`src/rtl/pifo_io_pkg.sv`:
```
// Shared types and helpers for the PIFO tree I/O arbiter.
//   op_e       : request operation encoding (push / pop)
//   calc_dw    : data width of a tree entry (metadata + payload)
//   rsp_tag_t  : one response-pipeline slot {valid, requester index}
//   rr_pick    : first set bit of a request vector at or after a pointer,
//                wrapping modulo the number of requesters
package pifo_io_pkg;

  typedef enum logic {
    OP_PUSH = 1'b0,
    OP_POP  = 1'b1
  } op_e;

  // Upper bound on requesters handled by rr_pick and the response tag.
  localparam int MAX_REQ    = 16;
  localparam int MAX_REQ_IW = 4;

  function automatic int calc_dw(input int mtw, input int ptw);
    return mtw + ptw;
  endfunction

  typedef struct packed {
    logic                  valid;
    logic [MAX_REQ_IW-1:0] idx;
  } rsp_tag_t;

  // Returns {found, index}. The loop runs downward so the smallest offset
  // from the pointer is the last assignment and therefore wins.
  function automatic logic [MAX_REQ_IW:0] rr_pick(
    input logic [MAX_REQ-1:0]    req,
    input int                    n,
    input logic [MAX_REQ_IW-1:0] ptr
  );
    logic [MAX_REQ_IW:0] res;
    int                  j;
    res = '0;
    for (int k = MAX_REQ - 1; k >= 0; k--) begin
      if (k < n) begin
        j = (int'(ptr) + k) % n;
        if (req[j]) begin
          res = {1'b1, j[MAX_REQ_IW-1:0]};
        end
      end
    end
    return res;
  endfunction

endpackage

```
`src/rtl/pifo_rr_arb.sv`:
```
// Round-robin picker: the request vector acts as the eligibility mask and
// the pointer marks the highest-priority position. Purely combinational so
// it can front any shared tree port.
//   req         : eligibility mask, one bit per requester
//   ptr         : requester with highest priority this cycle
//   grant_valid : at least one requester eligible
//   grant_idx   : winning requester
module pifo_rr_arb
  import pifo_io_pkg::*;
#(
  parameter int N  = 4,
  parameter int IW = (N > 1) ? $clog2(N) : 1
) (
  input  logic [N-1:0]  req,
  input  logic [IW-1:0] ptr,
  output logic          grant_valid,
  output logic [IW-1:0] grant_idx
);

  logic [MAX_REQ_IW:0] pick;

  always_comb begin
    pick        = rr_pick(MAX_REQ'(req), N, MAX_REQ_IW'(ptr));
    grant_valid = pick[MAX_REQ_IW];
    grant_idx   = IW'(pick[MAX_REQ_IW-1:0]);
  end

endmodule

```
`src/rtl/pifo_io_arbiter.sv`:
```
// Shares the single push/pop/tree-id port of the PIFO tree I/O block among
// NREQ requesters. One operation per cycle, round-robin. A tree whose task
// FIFO reports full is masked for BACKOFF cycles. Pop results come back
// POP_LAT cycles after issue and are steered to the issuing requester.
//   i_clk, i_arst        : clock, asynchronous active-high reset
//   i_req_*              : per-requester valid/op/tree/data (packed, req 0 in LSBs)
//   o_req_ready          : one-hot accept
//   o_rsp_valid/_data/_empty : pop response routed back to its requester
//   o_io_*               : tree id, push strobe/data, pop strobe to the I/O block
//   i_io_task_fail       : task FIFO full for o_io_tree_id (combinational)
//   i_io_pop_data        : pop result, valid POP_LAT cycles after o_io_pop
module pifo_io_arbiter
  import pifo_io_pkg::*;
#(
  parameter  int NREQ     = 4,
  parameter  int PTW      = 2,
  parameter  int MTW      = 3,
  parameter  int TREE_NUM = 6,
  parameter  int POP_LAT  = 3,
  parameter  int BACKOFF  = 4,
  localparam int DW       = calc_dw(MTW, PTW),
  localparam int TNB      = $clog2(TREE_NUM),
  localparam int BW       = (BACKOFF > 0) ? $clog2(BACKOFF + 1) : 1,
  localparam int IW       = $clog2(NREQ)
) (
  input  logic               i_clk,
  input  logic               i_arst,
  input  logic [NREQ-1:0]    i_req_valid,
  input  logic [NREQ-1:0]    i_req_op,
  input  logic [NREQ*TNB-1:0] i_req_tree_id,
  input  logic [NREQ*DW-1:0] i_req_data,
  output logic [NREQ-1:0]    o_req_ready,
  output logic [NREQ-1:0]    o_rsp_valid,
  output logic [DW-1:0]      o_rsp_data,
  output logic               o_rsp_empty,
  output logic [TNB-1:0]     o_io_tree_id,
  output logic               o_io_push,
  output logic [DW-1:0]      o_io_push_data,
  output logic               o_io_pop,
  input  logic               i_io_task_fail,
  input  logic [DW-1:0]      i_io_pop_data
);

  logic [IW-1:0]         rr_ptr_reg;
  logic [IW-1:0]         rr_ptr_next;
  logic [TREE_NUM-1:0]   bo_zero;
  logic [NREQ-1:0]       eligible;
  logic                  arb_valid;
  logic [IW-1:0]         arb_idx;
  logic                  win_valid;
  logic [TNB-1:0]        win_tree;
  logic [DW-1:0]         win_data;
  op_e                   win_op;
  logic                  issue;
  logic                  fail;
  rsp_tag_t              new_tag;
  rsp_tag_t [POP_LAT-1:0] tag_reg;
  rsp_tag_t              tail;

  genvar gi;

  // Tree ids beyond TREE_NUM have no backoff counter and are never masked.
  for (gi = 0; gi < NREQ; gi++) begin : g_elig
    logic [TNB-1:0] tid;
    assign tid          = i_req_tree_id[gi*TNB +: TNB];
    assign eligible[gi] = i_req_valid[gi] && ((int'(tid) >= TREE_NUM) || bo_zero[tid]);
  end

  pifo_rr_arb #(
    .N  (NREQ),
    .IW (IW)
  ) u_arb (
    .req         (eligible),
    .ptr         (rr_ptr_reg),
    .grant_valid (arb_valid),
    .grant_idx   (arb_idx)
  );

  // While reset is held the port stays quiet even if requests are pending.
  always_comb begin
    win_valid = arb_valid && !i_arst;
    win_tree  = '0;
    win_data  = '0;
    win_op    = OP_PUSH;
    if (win_valid) begin
      win_tree = i_req_tree_id[arb_idx*TNB +: TNB];
      win_data = i_req_data[arb_idx*DW +: DW];
      win_op   = op_e'(i_req_op[arb_idx]);
    end
  end

  assign fail  = win_valid && i_io_task_fail;
  assign issue = win_valid && !i_io_task_fail;

  assign o_io_tree_id   = win_tree;
  assign o_io_push_data = win_data;
  assign o_io_push      = issue && (win_op == OP_PUSH);
  assign o_io_pop       = issue && (win_op == OP_POP);
  assign o_req_ready    = issue ? (NREQ'(1) << arb_idx) : '0;

  // The pointer moves past the winner even on a task-fail, so a requester
  // stuck on a full tree cannot hold priority over everyone else.
  always_comb begin
    rr_ptr_next = rr_ptr_reg;
    if (win_valid) begin
      rr_ptr_next = (arb_idx == IW'(NREQ - 1)) ? '0 : arb_idx + IW'(1);
    end
  end

  always_ff @(posedge i_clk or posedge i_arst) begin
    if (i_arst) begin
      rr_ptr_reg <= '0;
    end else begin
      rr_ptr_reg <= rr_ptr_next;
    end
  end

  // Per-tree backoff: a reload wins over the countdown in the same cycle.
  for (gi = 0; gi < TREE_NUM; gi++) begin : g_bo
    logic [BW-1:0] cnt_reg;
    logic          reload;
    assign reload = fail && (win_tree == TNB'(gi));
    always_ff @(posedge i_clk or posedge i_arst) begin
      if (i_arst) begin
        cnt_reg <= '0;
      end else if (reload) begin
        cnt_reg <= BW'(BACKOFF);
      end else if (cnt_reg != '0) begin
        cnt_reg <= cnt_reg - BW'(1);
      end
    end
    assign bo_zero[gi] = (cnt_reg == '0);
  end

  // Response tags march one stage per cycle; the tail lines up with the
  // cycle the I/O block presents the pop data.
  assign new_tag = '{valid: o_io_pop, idx: MAX_REQ_IW'(arb_idx)};

  always_ff @(posedge i_clk or posedge i_arst) begin
    if (i_arst) begin
      tag_reg <= '0;
    end else begin
      tag_reg[0] <= new_tag;
      for (int k = 1; k < POP_LAT; k++) begin
        tag_reg[k] <= tag_reg[k-1];
      end
    end
  end

  assign tail = tag_reg[POP_LAT-1];

  for (gi = 0; gi < NREQ; gi++) begin : g_rsp
    assign o_rsp_valid[gi] = tail.valid && (tail.idx == MAX_REQ_IW'(gi));
  end

  assign o_rsp_data  = tail.valid ? i_io_pop_data : '0;
  assign o_rsp_empty = tail.valid && (&i_io_pop_data);

endmodule

```
`config.mk`:
```
export PLATFORM = sky130hd
export DESIGN_NAME = pifo_io_arbiter
export DESIGN_NICKNAME = d
export VERILOG_FILES = /design/src/rtl/pifo_io_pkg.sv /design/src/rtl/pifo_rr_arb.sv /design/src/rtl/pifo_io_arbiter.sv
export SDC_FILE = /design/constraint.sdc
export NUM_CORES = 1
export LEC_CHECK = 0
export CORE_UTILIZATION = 45
export CTS_CLUSTER_DIAMETER = 30
export DETAILED_ROUTE_END_ITERATION = 16
export GPL_TIMING_DRIVEN = 0
export PLACE_DENSITY = 0.81
export RECOVER_POWER = 100
export SETUP_SLACK_MARGIN = 0.15
export SLEW_MARGIN = 5
export SYNTH_ARGS = -nofsm -noshare
export SYNTH_HDL_FRONTEND = slang
export SYNTH_SLANG_ARGS = --single-unit
```
`constraint.sdc`:
```
create_clock -name i_clk -period 6.4 [get_ports i_clk]
set_input_delay 1.28 -clock i_clk [delete_from_list [all_inputs] [get_ports i_clk]]
set_output_delay 1.28 -clock i_clk [all_outputs]
set_load 0.02 [all_outputs]
```
==> results.md <==
* Status: finished, final reports clean
* CTS tree: built
* Site row count at 25
* Crit-path max FO at 11
* # DRC at 0
* DRT Pass-1 Iters at 4
* Number of flip-flops under the largest register name at 18
* Post-Syn Nets at approximately 320
* Synth top area share at 0.3182
* Initial Util at 0.4766
* Postcts setup bufs at 0
* Layer with the highest usage: met2
* Max Fclk at 166.4 MHz
* Share of cells above drive strength 1 at 0.08459
* Worst R2R Path Depth at 12
* Count of different cell masters after synthesis at 55
* Fin crit share at 0.9391
* Iter 0 DRT Violations at 144
* Reg-to-Reg Start: g_bo[3].cnt_reg[0]$_DFFE_PP0P_
* CTS Buf Count at 5
* Pwr Density at 391.0 nW/um2
* I/O Buffers at ~70
* Finished Layout Cells at 398
* Asr flop ratio synth at 1.000
* Final min period at 6.011 ns
* DP HPWL at 4.223 mm
* Min-Delay Path Class: reg -> reg
* Final Total Pwr at 0.001232 W
* Crit path cell chain: dlygate4sd3_1 -> mux4_2 -> a32oi_1 -> o2bb2ai_1 -> nor3_1 -> inv_1 -> buf_2 -> mux2i_1 -> mux2i_1 -> and2_1 -> dlygate4sd3_1
* Clock root cell: clkbuf_8
* Met3 Use GR at 0.06768
* Area leader, netlist: dfrtp_1
* Part of the Yosys area used for sequential elements at 0.3182
* Slowest CP cell: dlygate4sd3_1
* Total wire length at 5.430 mm
* Gr ovfl total at 0
* Die X at roughly 73 um
* CP required at roughly 5.1 ns
* Post-Syn Instances at about 250
* CP delay by family, top: buffers and inverters
* Top area cells in the synthesized netlist: dfrtp_1 (32%), ha_1 (8.8%), nand2_1 (4.4%)
* Hold_ws at 0.3501 ns
* Worst-margin pin slew at about 1.1 ns
* Total I/O pin count at 72
* Max Slew Vio Count at 0
* RR Endpoint: g_bo[5].cnt_reg[0]$_DFFE_PP0P_
* Max-slew headroom at 0.2576
* TNS Setup at 0 ns
* WP buf/inv at 4
* M1 GR Usage at 0.2821
* Hold Path End: tag_reg[6]$_DFF_PP0_
* Pleak at 1.522 nW
* Core area at 4786 um2
* Unrepaired setup endpoints after global routing: no
* H-tree depth at 2
* Arrival time of the worst setup path at roughly 4.7 ns
* Register bit count reported by yosys at 29
* Worst vdd ir at 160.2 uV
* Dpl ws at 0.5460 ns
* GRT Total Usage at 0.2298
* Total number of vias at roughly 2,100
* Yosys warns at 0
* Pin count of the biggest net entering global routing at 30
* Number of global-route vias before repair at 2,040
* WL/cell at 13.64 um
* Fillers at 399
* Antenna diodes at 0
* Clock sinks at 29
* Setup-failing EPs final at 0
* Worst-skew pair later-pin latency at 0.29 ns
* Max-cap violations at 0
* Ys flop type: dfrtp_1
* Final nets at around 390
* Initial antenna violation count at 0
* Hold Path Depth at 0
* Worst Setup Path Type: in -> out
* Syn_area_per_cell at a little over 9 um2
* Max Clock Skew at roughly 0.0087 ns
* Vias per cell at 5.322
* Endpoint type of the worst setup path: output pin
* CTS Hold Bufs at 0
* GR Layer Usage met2 at 0.3848
* Deepest clock path buffer count at 2
* Post_cts resized at 0
* Cell area after synthesis at between 2000 and 2500 um2
* Critical path startpoint category: primary input
* Area delta synth->final at 38.18%
* R2R Setup Slk at 2.46 ns
* Max incr delay on CP at around 0.69 ns
* Fin. Hold Viols at 0
* Final setup margin at 0.3894 ns
* Die H at 73.20 um
* Number of flops mapped to enable cells by yosys at 0
* Startpoint of the worst hold path: tag_reg[1]$_DFF_PP0_
* Area of the die at ~5400 um2
* Gpl congestion at 0.8625
* Placed insts at a little under 400
* Clock slew at reported path FFs at 0.06 ns
* First-pass GRT wire length at 9.328 mm
* Routed Antenna Nets at 0
worst max path at each step:
stage,startpoint,endpoint,slack [ns],cells after the start
floorplan,i_req_tree_id[3],o_io_push,1.86,9
global placement,i_req_tree_id[3],o_io_push_data[2],0.55,10
detailed placement,i_req_tree_id[3],o_io_push_data[2],0.55,10
CTS,i_req_tree_id[3],o_io_push_data[2],0.53,10
global route,i_req_tree_id[6],o_io_pop,0.16,11
finish,i_req_tree_id[6],o_io_pop,0.39,11
synth_stat cells (4+ instances only):
| master | count |
|---|---|
| nand3_1 | 20 |
| buf_6 | 7 |
| nand2_1 | 27 |
| nor2b_1 | 5 |
| a221o_1 | 5 |
| and3_1 | 11 |
| a21oi_1 | 14 |
| nor2_1 | 16 |
| o21ai_0 | 4 |
| xor2_1 | 4 |
| mux2i_1 | 7 |
| dfrtp_1 | 29 |
| and2_1 | 9 |
| inv_1 | 24 |
| ha_1 | 16 |
cells by family after synthesis:
group / Yosys count / share of synthesized area
flip-flops: 29 / 0.3182
multiplexers: 11 / 0.06528
AO/OA/AOI/OAI: 47 / 0.1717
XOR/XNOR: 6 / 0.02304
AND/OR/NAND/NOR: 105 / 0.2403
adder cells (fa/ha/maj): 16 / 0.08777
buffers and inverters: 38 / 0.09381
cell type report:
type                            instances  area, um2  area share
Inverter                               25      98.84     0.03136
Clock buffer                            6      82.58     0.02620
Clock inverter                          2      37.54     0.01191
Timing Repair Buffer                   71      710.7      0.2255
Multi-Input combinational cell        185       1309      0.4152
Buffer                                 13      103.9     0.03295
Tap cell                               67      83.83     0.02660
Sequential cell                        29      725.7      0.2303
report_power, final:
part           leakage (nW)  switching, W  total (W)  internal [W]
registers             0.354     0.0000439   0.000316      0.000272
logic                  1.11      0.000382   0.000714      0.000332
clock network        0.0574     0.0000755   0.000202      0.000126
layout by cell type (no fill, tap or decap), types with 2 or more instances in the layout:
cell and n:
a21oi_1 15, o2111ai_1 3, clkdlybuf4s50_1 46, a221oi_1 2, ha_1 16, xor2_1 4
and3b_1 2, and2_1 9, nand3b_1 3, nand3_1 20, dfrtp_1 29, a221o_1 5
mux2i_1 7, clkbuf_8 6, and3_1 11, nor3b_1 2, buf_6 6, dlygate4sd3_1 25
buf_2 2, a22oi_1 2, mux4_2 3, nand2_1 27, o21ai_1 2, nand2b_1 2
o21ai_0 4, inv_1 24, nor2b_1 5, xnor2_1 2, clkbuf_1 4, nor2_1 16
per-layer routing:
metal  up-vias  wire length [um]
met4         0                89
met2        90              2628
met1       973              2267
li1       1044                 -
met5         -                 0
met3        11               444
through the flow:
stage,utilization,cell area (um2)
2_1_floorplan,-,2281
3_3_place_gp,0.6426,3075
3_5_place_dp,0.6426,3075
4_1_cts,0.6677,3196
5_1_grt,0.6586,3152
6_report,0.6586,3152
worst register-to-register path: cells and delay by family, from the launching register on:
family	cells	cell delay [ns]
fa+ha+maj	2	0.39
buf+inv	3	0.63
simple gates	1	0.27
mux	1	0.46
compound gates	5	1.70
flops	1	0.36
(Power assumes the default switching activity.)
